**config.mk**
```make
export PLATFORM = sky130hd
export DESIGN_NAME = axi_wr_master
export DESIGN_NICKNAME = d
export VERILOG_FILES = /design/src/rtl/axi_pkg.sv /design/src/rtl/axi_wr_strb_gen.sv /design/src/rtl/axi_wr_master.sv
export SDC_FILE = /design/constraint.sdc
export NUM_CORES = 1
export LEC_CHECK = 0
export CORE_UTILIZATION = 36
export DETAILED_ROUTE_END_ITERATION = 8
export GPL_TIMING_DRIVEN = 0
export PLACE_DENSITY = 0.86
export SYNTH_ARGS = -nofsm -noshare
export SYNTH_HDL_FRONTEND = slang
export SYNTH_SLANG_ARGS = --single-unit
```
**constraint.sdc**
```tcl
create_clock -name ACLK -period 2.65 [get_ports ACLK]
set_input_delay 0.265 -clock ACLK [delete_from_list [all_inputs] [get_ports ACLK]]
set_output_delay 0.265 -clock ACLK [all_outputs]
set_load 0.02 [all_outputs]
```
**src/rtl/axi_pkg.sv**
```systemverilog
// Shared types and constants for the AXI4 write master: FSM state encoding,
// burst/response codes and the width of the beat counter.
package axi_pkg;

    typedef enum logic [1:0] {
        ST_IDLE = 2'd0,
        ST_ADDR = 2'd1,
        ST_DATA = 2'd2,
        ST_RESP = 2'd3
    } wr_state_e;

    localparam logic [1:0] AXI_BURST_INCR = 2'b01;

    localparam logic [1:0] AXI_RESP_OKAY   = 2'b00;
    localparam logic [1:0] AXI_RESP_EXOKAY = 2'b01;
    localparam logic [1:0] AXI_RESP_SLVERR = 2'b10;
    localparam logic [1:0] AXI_RESP_DECERR = 2'b11;

    // AXI4 bursts are at most 256 beats, so an 8-bit count always suffices.
    localparam int BEAT_CNT_W = 8;

    function automatic logic [BEAT_CNT_W-1:0] clamp_len(input logic [7:0] len, input int max_beats);
        if (int'(len) > max_beats - 1) begin
            return BEAT_CNT_W'(max_beats - 1);
        end
        return len;
    endfunction

endpackage

```
**src/rtl/axi_wr_strb_gen.sv**
```systemverilog
// Per-beat WSTRB generator: enables the (1<<size)-byte container that holds
// the running address, with the low size bits of the offset forced to zero.
module axi_wr_strb_gen #(
    parameter  int DATA_W = 64,
    localparam int STRB_W = DATA_W / 8,
    localparam int OFF_W  = (STRB_W > 1) ? $clog2(STRB_W) : 1
) (
    input  logic [2:0]        i_size,
    input  logic [OFF_W-1:0]  i_addr_off,
    output logic [STRB_W-1:0] o_strb
);

    logic [31:0] w_nbytes;
    logic [31:0] w_off;

    assign w_nbytes = 32'd1 << i_size;
    assign w_off    = 32'(i_addr_off) & 32'(STRB_W - 1) & ~(w_nbytes - 32'd1);

    generate
        for (genvar gi = 0; gi < STRB_W; gi++) begin : g_lane
            assign o_strb[gi] = (32'(gi) >= w_off) && (32'(gi) < w_off + w_nbytes);
        end
    endgenerate

endmodule

```
**src/rtl/axi_wr_master.sv**
```systemverilog
// AXI4 write master: one request becomes one INCR burst (AW, W beats, B).
// Optional AXI_WR_ALIGN_CHECK_EN rejects misaligned / 4 KiB-crossing requests with SLVERR.
module axi_wr_master
    import axi_pkg::*;
#(
    parameter int ADDR_W    = 32,
    parameter int DATA_W    = 64,
    parameter int ID_W      = 4,
    parameter int MAX_BEATS = 16,
    parameter int TXN_ID    = 0
) (
    input  logic                ACLK,
    input  logic                ARESETn,
    input  logic                req_valid,
    output logic                req_ready,
    input  logic [ADDR_W-1:0]   req_addr,
    input  logic [7:0]          req_len,
    input  logic [2:0]          req_size,
    input  logic                wd_valid,
    output logic                wd_ready,
    input  logic [DATA_W-1:0]   wd_data,
    output logic                done,
    output logic [1:0]          done_resp,
    output logic                AWVALID,
    input  logic                AWREADY,
    output logic [ADDR_W-1:0]   AWADDR,
    output logic [7:0]          AWLEN,
    output logic [2:0]          AWSIZE,
    output logic [1:0]          AWBURST,
    output logic [ID_W-1:0]     AWID,
    output logic                WVALID,
    input  logic                WREADY,
    output logic [DATA_W-1:0]   WDATA,
    output logic [DATA_W/8-1:0] WSTRB,
    output logic                WLAST,
    input  logic                BVALID,
    output logic                BREADY,
    input  logic [1:0]          BRESP,
    input  logic [ID_W-1:0]     BID
);

    localparam int STRB_W = DATA_W / 8;
    localparam int OFF_W  = (STRB_W > 1) ? $clog2(STRB_W) : 1;

    wr_state_e              r_state;
    wr_state_e              w_state_next;
    logic                   r_req_ready;
    logic                   r_awvalid;
    logic [ADDR_W-1:0]      r_awaddr;
    logic [7:0]             r_awlen;
    logic [2:0]             r_awsize;
    logic [1:0]             r_awburst;
    logic [ID_W-1:0]        r_awid;
    logic [BEAT_CNT_W-1:0]  r_len;
    logic [BEAT_CNT_W-1:0]  r_cnt;
    logic [2:0]             r_size;
    logic [OFF_W-1:0]       r_run_off;
    logic                   r_bready;
    logic                   r_done;
    logic [1:0]             r_done_resp;
    logic                   r_err;

    logic                   w_accept;
    logic                   w_aw_hs;
    logic                   w_w_hs;
    logic                   w_b_hs;
    logic                   w_last;
    logic                   w_req_err;
    logic                   w_err_next;
    logic [BEAT_CNT_W-1:0]  w_len_clamped;
    logic [STRB_W-1:0]      w_strb;

    assign w_accept      = req_valid && r_req_ready;
    assign w_aw_hs       = (r_state == ST_ADDR) && AWREADY;
    assign w_w_hs        = (r_state == ST_DATA) && wd_valid && WREADY;
    assign w_b_hs        = (r_state == ST_RESP) && r_bready && BVALID;
    assign w_last        = (r_cnt == r_len);
    assign w_len_clamped = clamp_len(req_len, MAX_BEATS);
    assign w_err_next    = w_accept ? w_req_err : r_err;

`ifdef AXI_WR_ALIGN_CHECK_EN
    logic [7:0]  w_align_mask;
    logic [15:0] w_span_end;

    assign w_align_mask = (8'd1 << req_size) - 8'd1;
    // One past the last byte, relative to the start of the 4 KiB page.
    assign w_span_end   = 16'(req_addr[11:0]) + ((16'(w_len_clamped) + 16'd1) << req_size);
    assign w_req_err    = (|(req_addr[7:0] & w_align_mask)) || (w_span_end > 16'd4096);
`else
    assign w_req_err    = 1'b0;
`endif

    axi_wr_strb_gen #(.DATA_W(DATA_W)) u_strb_gen (
        .i_size     (r_size),
        .i_addr_off (r_run_off),
        .o_strb     (w_strb)
    );

    always_ff @(posedge ACLK) begin
        if (!ARESETn) begin
            r_state <= ST_IDLE;
        end else begin
            r_state <= w_state_next;
        end
    end

    always_comb begin
        w_state_next = r_state;
        case (r_state)
            ST_IDLE: if (w_accept) w_state_next = w_req_err ? ST_RESP : ST_ADDR;
            ST_ADDR: if (AWREADY) w_state_next = ST_DATA;
            ST_DATA: if (w_w_hs && w_last) w_state_next = ST_RESP;
            ST_RESP: if (r_err || (BVALID && r_bready)) w_state_next = ST_IDLE;
            default: w_state_next = ST_IDLE;
        endcase
    end

    // The W channel is a straight pass-through of the source while bursting.
    always_comb begin
        WVALID   = 1'b0;
        WDATA    = '0;
        WSTRB    = '0;
        WLAST    = 1'b0;
        wd_ready = 1'b0;
        if (r_state == ST_DATA) begin
            WVALID   = wd_valid;
            WDATA    = wd_data;
            WSTRB    = w_strb;
            WLAST    = w_last;
            wd_ready = WREADY;
        end
    end

    always_ff @(posedge ACLK) begin
        if (!ARESETn) begin
            r_req_ready <= 1'b0;
            r_awvalid   <= 1'b0;
            r_awaddr    <= '0;
            r_awlen     <= '0;
            r_awsize    <= '0;
            r_awburst   <= '0;
            r_awid      <= '0;
            r_len       <= '0;
            r_cnt       <= '0;
            r_size      <= '0;
            r_run_off   <= '0;
            r_bready    <= 1'b0;
            r_done      <= 1'b0;
            r_done_resp <= AXI_RESP_OKAY;
            r_err       <= 1'b0;
        end else begin
            r_req_ready <= (w_state_next == ST_IDLE);
            r_bready    <= (w_state_next == ST_RESP) && !w_err_next;
            r_err       <= w_err_next;

            if (w_accept) begin
                r_len     <= w_len_clamped;
                r_size    <= req_size;
                r_cnt     <= '0;
                r_run_off <= req_addr[OFF_W-1:0];
            end

            // AW fields live only while AWVALID is up, so they read 0 elsewhere.
            if (w_accept && !w_req_err) begin
                r_awvalid <= 1'b1;
                r_awaddr  <= req_addr;
                r_awlen   <= 8'(w_len_clamped);
                r_awsize  <= req_size;
                r_awburst <= AXI_BURST_INCR;
                r_awid    <= ID_W'(TXN_ID);
            end else if (w_aw_hs) begin
                r_awvalid <= 1'b0;
                r_awaddr  <= '0;
                r_awlen   <= '0;
                r_awsize  <= '0;
                r_awburst <= '0;
                r_awid    <= '0;
            end

            if (w_w_hs) begin
                r_cnt     <= r_cnt + 1'b1;
                r_run_off <= r_run_off + OFF_W'(32'd1 << r_size);
            end

            r_done <= w_b_hs || ((r_state == ST_RESP) && r_err);
            if (w_b_hs) begin
                r_done_resp <= (BID != ID_W'(TXN_ID)) ? AXI_RESP_SLVERR : BRESP;
            end else if ((r_state == ST_RESP) && r_err) begin
                r_done_resp <= AXI_RESP_SLVERR;
            end else begin
                r_done_resp <= AXI_RESP_OKAY;
            end
        end
    end

    assign req_ready = r_req_ready;
    assign AWVALID   = r_awvalid;
    assign AWADDR    = r_awaddr;
    assign AWLEN     = r_awlen;
    assign AWSIZE    = r_awsize;
    assign AWBURST   = r_awburst;
    assign AWID      = r_awid;
    assign BREADY    = r_bready;
    assign done      = r_done;
    assign done_resp = r_done_resp;

endmodule

```
==> impl_results.md <==
* Routed WL at 15000 um
* Total CTS buffers at 9
* Clock transition at path regs at 0.08 ns
* Main synth FF type: dfxtp_1
* Worst skew pair latency at 0.34 ns
* Critical path depth at 9
* Crit. End Element: output port
* Syn Area/Cell at 8.45 um2
* Int Power at 0.00203 W
* Biggest area consumer among synthesized cells: dfxtp_1
* Synth Register Bits at 74
* Min-Delay Path Class: primary input to flop
* Crit Path Max Fanout at 4
* Status: finished, violations left
* Largest net degree at the start of global routing at 13
* Post-synth EDFFs at 0
* Global route overflow at 0
* Gate Count Post-Synth at 443
* CP bufs+invs at 2
* Crit path launch: r_size[2]
* Fin. max-slew vios at 0
* Drt wl/cell at 17.8 um
* Initial detailed-routing violation count at 197
* Routed vias at 4140
* Comb pwr share at 27.3%
* Switching share of total power at 28.4%
* CP max stage cell: a2111o_1
* Layout Nets at 833
* Synth top area share at 39.6%
* CP Cell Sequence: nor3_4, inv_2, ha_4, mux2i_1, a2111o_1, and4_4, a2bb2oi_2, o2111a_1, buf_6
* P&R area growth vs syn at 78.6%
* Worst slew pin tran at 0.640 ns
* Worst EP arrival at 2.53 ns
* Vias in the first global route at 4102
* Most frequent cell after synthesis: dfxtp_1
* Static Leakage at 2.68 nW
* Total Routing Usage GR at 27.1%
* Ys Warns at 0
* Worst Hold Launch: ARESETn
* Startpoint Class: flop
* Final setup viols at 6
* Crit path kind: flop to output port
* Max Cap Viol at 0
* CTS tree: done
* RSZ-0062 raised after global routing: yes
* Final-report hold violation count at 0
* Top cells by area, synth: dfxtp_1, and2_1, a22oi_1
* Core area at 0.00991 mm2
* First drt pass iteration count at 4
* H-tree Lvls at 3
* Worst hold path cell count at 3
* Die X at 104 um
* Required @ worst endpoint at 2.38 ns
* Sequential share of the synthesized area at 39.6%
* Synth async-reset ratio at 0%
* Layout cells sized above 1 at 9.55%
* Starting Density at 37.8%
* Commonest cells post-synth: dfxtp_1, and2_1, nand2_1
* Clock Path Buffers at 2
* # hold bufs at CTS at 0
* Setup TNS at -0.614 ns
* Num rows at 36
* Post-Syn Area at 0.00374 mm2
* Final GP Congestion at 0.954
* Clock Tree Root: clkbuf_8
* Crit-path max cell delay at 0.43 ns
* Io pins at 250
* First-pass GRT wire length at 22700 um
* PortBufs at 243
* NetSw at 0.000806 W
* CP delay by family, top: compound AO/OA/AOI/OAI gates
* Final WS setup at -0.141 ns
* Vias per inst at 4.89
* Pwr per Cell Area at 425 mW/mm2
* Fmax at 0.358 GHz
* Min Tclk post-route at 2.79 ns
* Die ar. at 0.0108 mm2
* Slew HR at 57.2%
* Clock share of power at 30.6%
* Seq pwr share at 42.0%
* FF-to-FF path depth at 6
* Initial antenna violation count at 1
* Detail Placement HPWL at 12400 um
* Failing checks: negative setup slack
* Final worst-path cycle share at 105%
* Maximum vdd ir drop at 422 uV
* Vert. Die Dim at 104 um
* Drt drc at 0
* Skew final at 0.0106 ns
* Worst R2R Start: req_ready
* Synth unique cells at 53
* Antenna viol nets, final at 0
* Num Clock Sinks at 74
* # fillers at 807
* Util after Layout at 67.5%
-- kinds of logic (layout without fill, tap and decap cells) --
logic type / count (synthesis) / count (layout) / synth area share (%)
simple gates: 204 / 204 / 30.5
compound gates: 94 / 94 / 18.1
flops: 74 / 74 / 39.6
buf+inv: 49 / 314 / 5.85
xor+xnor: 12 / 12 / 2.81
fa+ha+maj: 6 / 6 / 2.21
mux: 3 / 3 / 0.869
other cells: 1 / 6 / 0.100
-- per-layer routing --
metal | global-route usage (%) | up-vias | share of wire, % | routed length, um
li1 | - | 2021 | - | -
met4 | 8.57 | 0 | 2.4 | 355
met2 | 51.4 | 163 | 53 | 8020
met5 | 0 | - | 0 | 0
met1 | 28.8 | 1931 | 37 | 5610
met3 | 7.21 | 25 | 6.9 | 1040
-- worst min-delay path, stage by stage --
cell and delay (ns):
clkbuf_1 0.23, nand2_1 0.16, inv_1 0.04
-- power by group through the flow --
stage | sequential [W] | combinational [W] | clock, W
4_1_cts | 0.00119 | 0.000773 | 0.000880
5_1_grt | 0.00120 | 0.000831 | 0.000934
3_5_place_dp | 0.00122 | 0.000746 | 0
2_1_floorplan | 0.00126 | 0.000311 | 0
3_3_place_gp | 0.00122 | 0.000733 | 0
6_report | 0.00119 | 0.000777 | 0.000870
-- path summary, 6_finish.rpt --
check	to	slack, ns
min	r_state[1]	0.40
max reg2reg	AWADDR[5]	0.61
min reg2reg	AWLEN[1]	0.47
max	WSTRB[0]	-0.14
-- stage by stage --
stage                     hold WS, ns  area [um2]  worst slack (ns)  instances  power (W)
after global placement          0.453        6370            -0.509        823    0.00195
after global routing            0.442        6690            -0.267        846    0.00296
after floorplan                 0.389        3770            0.0952        447    0.00157
after detailed placement        0.460        6370            -0.610        823    0.00196
final                           0.402        6690            -0.141        846    0.00284
after CTS                       0.408        6640            -0.120        845    0.00285
-- cell usage in the layout (no fill, tap or decap), types with 7 or more instances in the layout --
cell type / synthesis / layout
buf_2: 4 / 7
inv_1: 9 / 8
a22oi_1: 29 / 29
nor2b_1: 33 / 33
dlymetal6s2s_1: 0 / 8
o21ai_0: 14 / 14
and2_1: 69 / 69
dfxtp_1: 74 / 72
clkdlybuf4s50_1: 0 / 227
nand2_1: 44 / 43
nor2_1: 15 / 14
a21boi_0: 20 / 20
buf_4: 6 / 18
clkbuf_8: 0 / 10
nand3_1: 7 / 7
and3_1: 15 / 15
xnor2_1: 11 / 11
a21oi_1: 11 / 10
clkbuf_1: 28 / 21
-- sequential cells by signal (all words and copies together), names as in the netlist, 2 cells and up --
signal	cells
AWLEN	8
r_run_off	3
done_resp	2
r_size	3
AWSIZE	3
r_len	8
r_cnt	8
r_state	2
AWADDR	32
-- repair_timing --
action	CTS	global route
setup buffers	7	0
resized for setup	55	23
pin swaps	10	0
setup endpoints to repair	74	67
-- cell type report --
cell class	count	area, um2	share of cell area [%]
clock inverters	5	53.8	0.805
flip-flops and latches	74	1490	22.3
repair buffers	250	2490	37.2
well taps	133	166	2.49
plain buffers	39	190	2.84
inverters	9	33.8	0.505
clock buffers	11	141	2.11
diodes	1	2.50	0.0374
multi-input cells	324	2120	31.7
(Power assumes the default switching activity.)
